[src/rtl/logic_net_sequencer.sv]
// logic_net_sequencer: steps the two-input gate network through all four input
// vectors, waits a settle window per vector, samples out1 and reports a
// per-vector pass/fail mask against EXP_TABLE.
// Optional feature macro: GLITCH_DETECT_EN (counts out1 transitions inside the
// settle windows; glitch_cnt is tied to zero when the macro is undefined).
module logic_net_sequencer #(
    parameter int unsigned SETTLE_CYCLES = 2,
    parameter int unsigned SYNC_STAGES   = 2,
    parameter logic [3:0]  EXP_TABLE     = 4'b1111
) (
    input  logic       clk,
    input  logic       rst_n,
    input  logic       start,
    input  logic       net_out1,
    output logic       net_in1,
    output logic       net_in2,
    output logic       busy,
    output logic       done,
    output logic [1:0] vector_idx,
    output logic [3:0] sampled,
    output logic [3:0] fail_mask,
    output logic       pass,
    output logic [7:0] glitch_cnt
);

    localparam int unsigned SETTLE_K = SETTLE_CYCLES + SYNC_STAGES;
    localparam int unsigned CNT_W    = ($clog2(SETTLE_K + 1) > 1) ? $clog2(SETTLE_K + 1) : 1;

    typedef enum logic [2:0] {
        S_IDLE,
        S_APPLY,
        S_SETTLE,
        S_SAMPLE,
        S_DONE
    } state_t;

    state_t                 state;
    logic [CNT_W-1:0]       settle_cnt;
    logic [SYNC_STAGES-1:0] sync_q;
    logic                   out1_sync;
    logic [3:0]             sampled_upd_c;
    logic [3:0]             fail_upd_c;

    assign out1_sync = sync_q[SYNC_STAGES-1];

    // Bring the asynchronous network output into the clk domain.
    always_ff @(posedge clk or negedge rst_n) begin
        if (!rst_n) begin
            sync_q <= '0;
        end else begin
            sync_q[0] <= net_out1;
            for (int i = 1; i < SYNC_STAGES; i++) begin
                sync_q[i] <= sync_q[i-1];
            end
        end
    end

    // Result vectors with the current vector's sample merged in.
    always_comb begin
        sampled_upd_c             = sampled;
        fail_upd_c                = fail_mask;
        sampled_upd_c[vector_idx] = out1_sync;
        fail_upd_c[vector_idx]    = out1_sync ^ EXP_TABLE[vector_idx];
    end

    // Sequencer FSM with registered outputs.
    always_ff @(posedge clk or negedge rst_n) begin
        if (!rst_n) begin
            state      <= S_IDLE;
            settle_cnt <= '0;
            net_in1    <= 1'b0;
            net_in2    <= 1'b0;
            busy       <= 1'b0;
            done       <= 1'b0;
            vector_idx <= 2'd0;
            sampled    <= 4'd0;
            fail_mask  <= 4'd0;
            pass       <= 1'b0;
        end else begin
            done <= 1'b0;
            case (state)
                S_IDLE: begin
                    if (start) begin
                        state      <= S_APPLY;
                        vector_idx <= 2'd0;
                        sampled    <= 4'd0;
                        fail_mask  <= 4'd0;
                        pass       <= 1'b0;
                        busy       <= 1'b1;
                    end
                end
                S_APPLY: begin
                    net_in1    <= vector_idx[1];
                    net_in2    <= vector_idx[0];
                    settle_cnt <= CNT_W'(SETTLE_K - 1);
                    state      <= S_SETTLE;
                end
                S_SETTLE: begin
                    if (settle_cnt == '0) begin
                        state <= S_SAMPLE;
                    end else begin
                        settle_cnt <= settle_cnt - CNT_W'(1);
                    end
                end
                S_SAMPLE: begin
                    sampled   <= sampled_upd_c;
                    fail_mask <= fail_upd_c;
                    if (vector_idx == 2'd3) begin
                        state <= S_DONE;
                        busy  <= 1'b0;
                        done  <= 1'b1;
                        pass  <= ~|fail_upd_c;
                    end else begin
                        vector_idx <= vector_idx + 2'd1;
                        state      <= S_APPLY;
                    end
                end
                S_DONE: begin
                    state <= S_IDLE;
                end
                default: begin
                    state <= S_IDLE;
                end
            endcase
        end
    end

`ifdef GLITCH_DETECT_EN
    logic out1_sync_prev;
    logic glitch_window_c;

    // The first SYNC_STAGES settle cycles carry the legitimate vector change
    // through the synchroniser, so only later cycle-to-cycle changes count.
    assign glitch_window_c = (state == S_SETTLE) &&
                             ((32'(settle_cnt) + 32'd1) < SETTLE_CYCLES);

    // Saturating count of synced out1 transitions inside the settle windows.
    always_ff @(posedge clk or negedge rst_n) begin
        if (!rst_n) begin
            out1_sync_prev <= 1'b0;
            glitch_cnt     <= 8'd0;
        end else begin
            out1_sync_prev <= out1_sync;
            if (state == S_IDLE && start) begin
                glitch_cnt <= 8'd0;
            end else if (glitch_window_c && (out1_sync != out1_sync_prev) &&
                         (glitch_cnt != 8'hFF)) begin
                glitch_cnt <= glitch_cnt + 8'd1;
            end
        end
    end
`else
    assign glitch_cnt = 8'd0;
`endif

endmodule
[config.mk]
export PLATFORM = sky130hd
export DESIGN_NAME = logic_net_sequencer
export DESIGN_NICKNAME = d
export VERILOG_FILES = /design/src/rtl/logic_net_sequencer.sv
export SDC_FILE = /design/constraint.sdc
export NUM_CORES = 1
export LEC_CHECK = 0
export ABC_AREA = 1
export CORE_ASPECT_RATIO = 1.2
export CORE_MARGIN = 1
export CORE_UTILIZATION = 62
export DETAILED_ROUTE_END_ITERATION = 10
export DONT_BUFFER_PORTS = 1
export PLACE_DENSITY = 0.76
export SYNTH_ARGS = -nofsm -noshare
export SYNTH_HDL_FRONTEND = slang
export SYNTH_SLANG_ARGS = --single-unit
export TNS_END_PERCENT = 30
[constraint.sdc]
create_clock -name clk -period 2.6 [get_ports clk]
set_input_delay 0.13 -clock clk [delete_from_list [all_inputs] [get_ports clk]]
set_output_delay 0.13 -clock clk [all_outputs]
set_load 0.005 [all_outputs]
==> results.yml, run 1 <==
clock_network:
  numCtsBuffers: 3
  path_clk_slew_ps: 120
  clockRootBuffer: "clkbuf_4"
  ctsResizeCount: 0
  clk_latency_ps: 310
  clock_sinks: 23
  cts_tree: "yes"
  ctsLongestPathBuffers: 2
  htreeDepth: 1
finish:
  fillers: 129
  final_cell_area_um2: 1174
  layout-area-overhead-vs-synth_pct: 2.068
  antenna_cells: 0
  drive_gt1_frac: 0.06522
  register_area_um2: 575.6
  multiInputGateArea_um2: 464.2
  nets: 149
grt:
  overflow: 0
  grt_max_degree: 24
  grt_pass1_vias: 781
  grt_usage: 0.2317
  grt_pass1_wl_mm: 3.236
  antenna_found_initial: 0
pwr:
  cellPowerDensity_nw_per_um2: 1055
  clock_power_share: 0.132
  p_sw_frac: 0.4363
  p_int_mw: 0.6982
  p_sw_mw: 0.5404
  p_comb_frac: 0.399
  seqPwrFrac: 0.469
  ir_worst_vdd_mv: 0.5751
  power_mw: 1.239
  p_leak_nw: 0.6342
synth:
  synth-edff-count: 0
  synthTopCellsByCount: "nand2_1 (44), dfrtp_1 (23), inv_1 (16)"
  yosysTopAreaCell: "dfrtp_1"
  yosys_register_bits: 23
  synth_ff_type: "dfrtp_1"
  netlist_instances: 134
  synth_top_area_frac: 0.5005
  ys_types: 18
  synth.most_common_cell: "nand2_1"
  syn_area_per_cell_um2: 8.581
  syn-cell-area_um2: 1150
  ys_seq_area_frac: 0.5005
  synth.area.top_cells: "dfrtp_1 (50%), nand2_1 (14%), ha_1 (6.5%)"
  async_reset_ff_frac: 1.000
  yosysWarnings: 0
job:
  maxCapViolCount: 0
run_status:
  status: "completed"
routing:
  drt_iter0_markers: 18
  num_vias: 846
  viasPerCell: 5.423
  post_drt_wl_per_cell_um: 12.28
  wirelength_mm: 1.916
  drt_pass1_iterations: 4
  drc: 0
  drtAntennaViolNets: 0
sta:
  setup_viol: 0
  slew_headroom: 0.3468
  clock.fmax_mhz: 732.6
  hold_viol_final: 0
  timing.final.ws_setup_ps: 1235
  fin_crit_sh: 0.5250
  finClkSkew_ps: 3.595
  drv_slew: 0
  setup_tns_ps: 0
  min_period_ps: 1365
  tightest_slew_ps: 976.6
  hold_ws_ps: 12.94
  rsz0062_at_grt: "no"
floorplan:
  pin_count: 27
  fp.dieW_um: 41.31
  fp.dieArea_um2: 2031
  initial_utilization: 0.6838
  die_h_um: 49.18
  rows: 16
  coreArea_um2: 1682
worst_setup_path:
  cp_slowest_cell: "dfrtp_1"
  cp_data_required_time_ps: 2860
  startpoint_type: "register"
  crit_chain: "inv_1 > ha_1 > ha_1 > inv_1 > nand4_1 > nand2_1 > nand2_1 > nand2_1"
  end_kind: "register"
  critPathBufInv: 2
  cpMostUsedCell: "nand2_1"
  max_stage_delay_ps: 380
  worstPathArrival_ps: 1620
  path_max_fanout: 6
  path_delay_family: "simple AND/OR/NAND/NOR gates"
  path_class: "reg2reg"
place:
  dpl.hpwl_mm: 1.436
  place.gp.congestion: 0.7935
  port_buffers: 0
  place_area_um2: 1127
  dp_slack_ps: 1240
hold_path:
  hold_class: "in2reg"
[state kept, by name, indices dropped and copies added, names as in the netlist]
name	cells
fail_mask	4
sampled	4
settle_cnt	3
state	3
sync_q	2
vector_idx	2
busy	1
done	1
net_in1	1
net_in2	1
pass	1
[worst register-to-register path, cell delays in order, from the launching register on]
cell and delay, ps:
dfrtp_1 380, inv_1 50, ha_1 190, ha_1 170, inv_1 50, nand4_1 210, nand2_1 150, nand2_1 60
nand2_1 50
[cell usage in the layout (no fill, tap or decap), drive strengths merged]
master and instances:
nand2 45, dfrtp 23, inv 16, o21ai 13
nand3 12, conb 8, ha 6, clkbuf 4
nor2 4, nand4 2, a21oi 2, dlygate4sd3 2
clkinv 1
[power by group through the flow]
| stage | logic (mW) | registers [mW] | clock network (mW) |
|---|---|---|---|
| after floorplan | 0.419 | 0.563 | 0 |
| after CTS | 0.502 | 0.582 | 0.169 |
| after global routing | 0.584 | 0.594 | 0.178 |
| final | 0.494 | 0.581 | 0.163 |
| after detailed placement | 0.489 | 0.590 | 0 |
| after global placement | 0.468 | 0.581 | 0 |
[kinds of logic after synthesis]
| group | count (synthesis) | synth area share |
|---|---|---|
| AOI/OAI and AO/OA | 15 | 0.06529 |
| adders and majority gates | 6 | 0.06529 |
| buffers and inverters | 26 | 0.1186 |
| DFF | 23 | 0.5005 |
| other | 1 | 0.003261 |
| and+or+nand+nor | 63 | 0.2470 |
[layer usage]
layer	share of wire	vias up	track usage
met3	0.050	5	0.04110
met5	0	-	0
met2	0.49	30	0.3411
met1	0.44	396	0.3302
li1	-	415	-
met4	0.023	0	0.09677
[worst paths after layout]
| path | from | to | slack, ps | depth (start not counted) |
|---|---|---|---|---|
| min reg2reg | sync_q[0]$_DFF_PN0_ | sync_q[1]$_DFF_PN0_ | 370 | 0 |
| max in group asynchronous | rst_n | busy$_DFFE_PN0P_ | 1600 | 1 |
| min | start | state[0]$_DFFE_PN0P_ | 10 | 2 |
| max | settle_cnt[0]$_DFFE_PN0P_ | settle_cnt[1]$_DFFE_PN0P_ | 1230 | 8 |
| min in group asynchronous | rst_n | sampled[2]$_DFFE_PN0P_ | 410 | 1 |
| max reg2reg | settle_cnt[0]$_DFFE_PN0P_ | settle_cnt[1]$_DFFE_PN0P_ | 1230 | 8 |
[per-stage QoR]
step           cells    util
3_5_place_dp     150  0.6704
4_1_cts          156  0.6979
5_1_grt          156  0.6979
3_3_place_gp     150  0.6704
6_report         156  0.6979
2_1_floorplan    141       -
[area by class of cell]
class | count | share of cell area
clock buffer | 4 | 0.02239
inverter | 17 | 0.05544
multi-input combinational | 92 | 0.3955
sequential | 23 | 0.4904
tap | 18 | 0.01919
timing repair buffer | 2 | 0.01706
[timing repair]
action                     in CTS  in global routing
hold endpoints to repair       24                  0
setup endpoints to repair       0                  0
hold buffers                    2                  0
setup buffers                   0                  0
Note: power is estimated with default switching activity, not from simulation.
==> inputs of run 2 (changes only) <==
CORE_UTILIZATION = 60   (was 62)
PLACE_DENSITY = 0.74   (was 0.76)
clock period = 1.42 ns   (was 2.6 ns; I/O delays follow)
==> run 2 against run 1 <==
Effect of this change:
- clock skew barely moved
- non-clock buffer count rose by 3
- critical path depth did not move
- first-iteration DRC count fell by 39%
- critical path type unchanged
- critical endpoint is now settle_cnt[0]$_DFFE_PN0P_
==> results.yml, run 2 (synthesis results as in run 1) <==
floorplan:
  initial_utilization: 0.6679
  pin_count: 27
  fp.dieArea_um2: 2096
  coreArea_um2: 1722
  fp.dieW_um: 41.96
  die_h_um: 49.96
  rows: 16
routing:
  post_drt_wl_per_cell_um: 12.06
  drtAntennaViolNets: 0
  drt_pass1_iterations: 4
  num_vias: 833
  wirelength_mm: 1.917
  drt_iter0_markers: 11
  viasPerCell: 5.239
  drc: 0
sta:
  timing.final.ws_setup_ps: 86.37
  clock.fmax_mhz: 749.8
  min_period_ps: 1334
  drv_slew: 0
  fin_crit_sh: 0.9392
  rsz0062_at_grt: "yes"
  tightest_slew_ps: 993.3
  finClkSkew_ps: 3.168
  slew_headroom: 0.3356
  setup_viol: 0
  hold_viol_final: 0
  setup_tns_ps: 0
grt:
  grt_usage: 0.2104
  antenna_found_initial: 0
  grt_pass1_vias: 794
  grt_pass1_wl_mm: 3.353
  overflow: 0
  grt_max_degree: 24
finish:
  mostFrequentLayoutCells: "nand2_1 (44), dfrtp_1 (22), inv_1 (16)"
  layout-area-overhead-vs-synth_pct: 4.570
  nets: 152
  final_cell_area_um2: 1202
  reg_top3: "fail_mask (4), sampled (4)"
  fillers: 138
  final_common_cell: "nand2_1"
  antenna_cells: 0
  drive_gt1_frac: 0.09220
clock_network:
  path_clk_slew_ps: 120
  ctsLongestPathBuffers: 2
  clock_sinks: 23
  cts_tree: "yes"
  numCtsBuffers: 3
  clk_latency_ps: 310
  htreeDepth: 1
  clockRootBuffer: "clkbuf_4"
place:
  place.gp.congestion: 0.8160
  place_area_um2: 1135
  dpl.hpwl_mm: 1.453
  port_buffers: 0
  dp_slack_ps: 18.54
worst_setup_path:
  worstPathArrival_ps: 1590
  cp_slowest_cell: "dfrtp_1"
  path_class: "reg2reg"
  r2r_slack_ps: 90
  r2r-start: "settle_cnt[0]$_DFFE_PN0P_"
  r2r_cells: 8
  crit_chain: "inv_1 > ha_1 > ha_2 > inv_1 > nand4_1 > nand2_1 > nand2_1 > nand2_1"
  path_max_fanout: 6
  end_kind: "register"
  max_stage_delay_ps: 360
  cpMostUsedCell: "nand2_1"
  timing.rr.end: "settle_cnt[0]$_DFFE_PN0P_"
  startpoint_type: "register"
  cp_data_required_time_ps: 1680
run_status:
  status: "completed"
job:
  maxCapViolCount: 0
pwr:
  ir_worst_vdd_mv: 1.148
  cellPowerDensity_nw_per_um2: 1929
  power_mw: 2.319
  p_leak_nw: 0.6449
hold_path:
  hold_start: "net_out1"
  holdPathEnd: "sync_q[0]$_DFF_PN0_"
  hold_depth: 1
  hold_class: "in2reg"
## run 2: changes by cell type in the layout (fill, tap and decap cells not counted), sizes merged
cell         change
dlygate4sd3      +1
buf              +2
## run 2: timing repair
action                                  4_1_cts  5_1_grt
setup buffers                                 0        1
pin swaps                                     1        1
hold buffers                                  3        0
hold endpoints to repair                     26        0
gates resized for setup                       0        3
endpoints found under the setup margin        1        6
## run 2: routing by layer
layer,up-vias,wire length [um],track usage
li1,425,-,-
met1,380,860,0.2530
met2,23,930,0.3490
met3,5,87,0.05495
met4,0,39,0.09677
met5,-,0,0
## run 2: power breakdown
| group | switching (mW) | total [mW] | internal [mW] |
|---|---|---|---|
| clock network | 0.187 | 0.297 | 0.110 |
| registers | 0.190 | 1.06 | 0.868 |
| logic | 0.622 | 0.964 | 0.342 |
| total | 0.999 | 2.32 | 1.32 |
## run 2: worst max path at each step
stage / start / endpoint
2_1_floorplan: settle_cnt[0]$_DFFE_PN0P_ / settle_cnt[2]$_DFFE_PN0P_
3_3_place_gp: settle_cnt[0]$_DFFE_PN0P_ / settle_cnt[2]$_DFFE_PN0P_
3_5_place_dp: settle_cnt[0]$_DFFE_PN0P_ / settle_cnt[0]$_DFFE_PN0P_
6_report: settle_cnt[0]$_DFFE_PN0P_ / settle_cnt[0]$_DFFE_PN0P_
4_1_cts: settle_cnt[0]$_DFFE_PN0P_ / settle_cnt[0]$_DFFE_PN0P_
5_1_grt: settle_cnt[0]$_DFFE_PN0P_ / settle_cnt[1]$_DFFE_PN0P_
## run 2: worst max-delay path, delay by kind of cell, from the launching register on
| kind | cells | cell delay [ps] |
|---|---|---|
| fa+ha+maj | 2 | 350 |
| buf+inv | 2 | 100 |
| flops | 1 | 360 |
| simple gates | 4 | 470 |
## run 2: cell type report
| type | instances | area (um2) | share of cell area |
|---|---|---|---|
| clock buffer | 4 | 26.28 | 0.02185 |
| inverter | 17 | 65.06 | 0.05411 |
| multi-input combinational | 92 | 466.7 | 0.3881 |
| sequential | 23 | 576.8 | 0.4797 |
| tap | 18 | 22.52 | 0.01873 |
| timing repair buffer | 5 | 45.04 | 0.03746 |
## run 2: metrics by stage
stage / hold slack [ps] / cells / utilization
CTS: 301.6 / 158 / 0.6919
finish: 310.7 / 159 / 0.6984
detailed placement: -224.2 / 151 / 0.6592
floorplan: -224.6 / 141 / -
global placement: -224.1 / 151 / 0.6592
global route: 297.0 / 159 / 0.6984
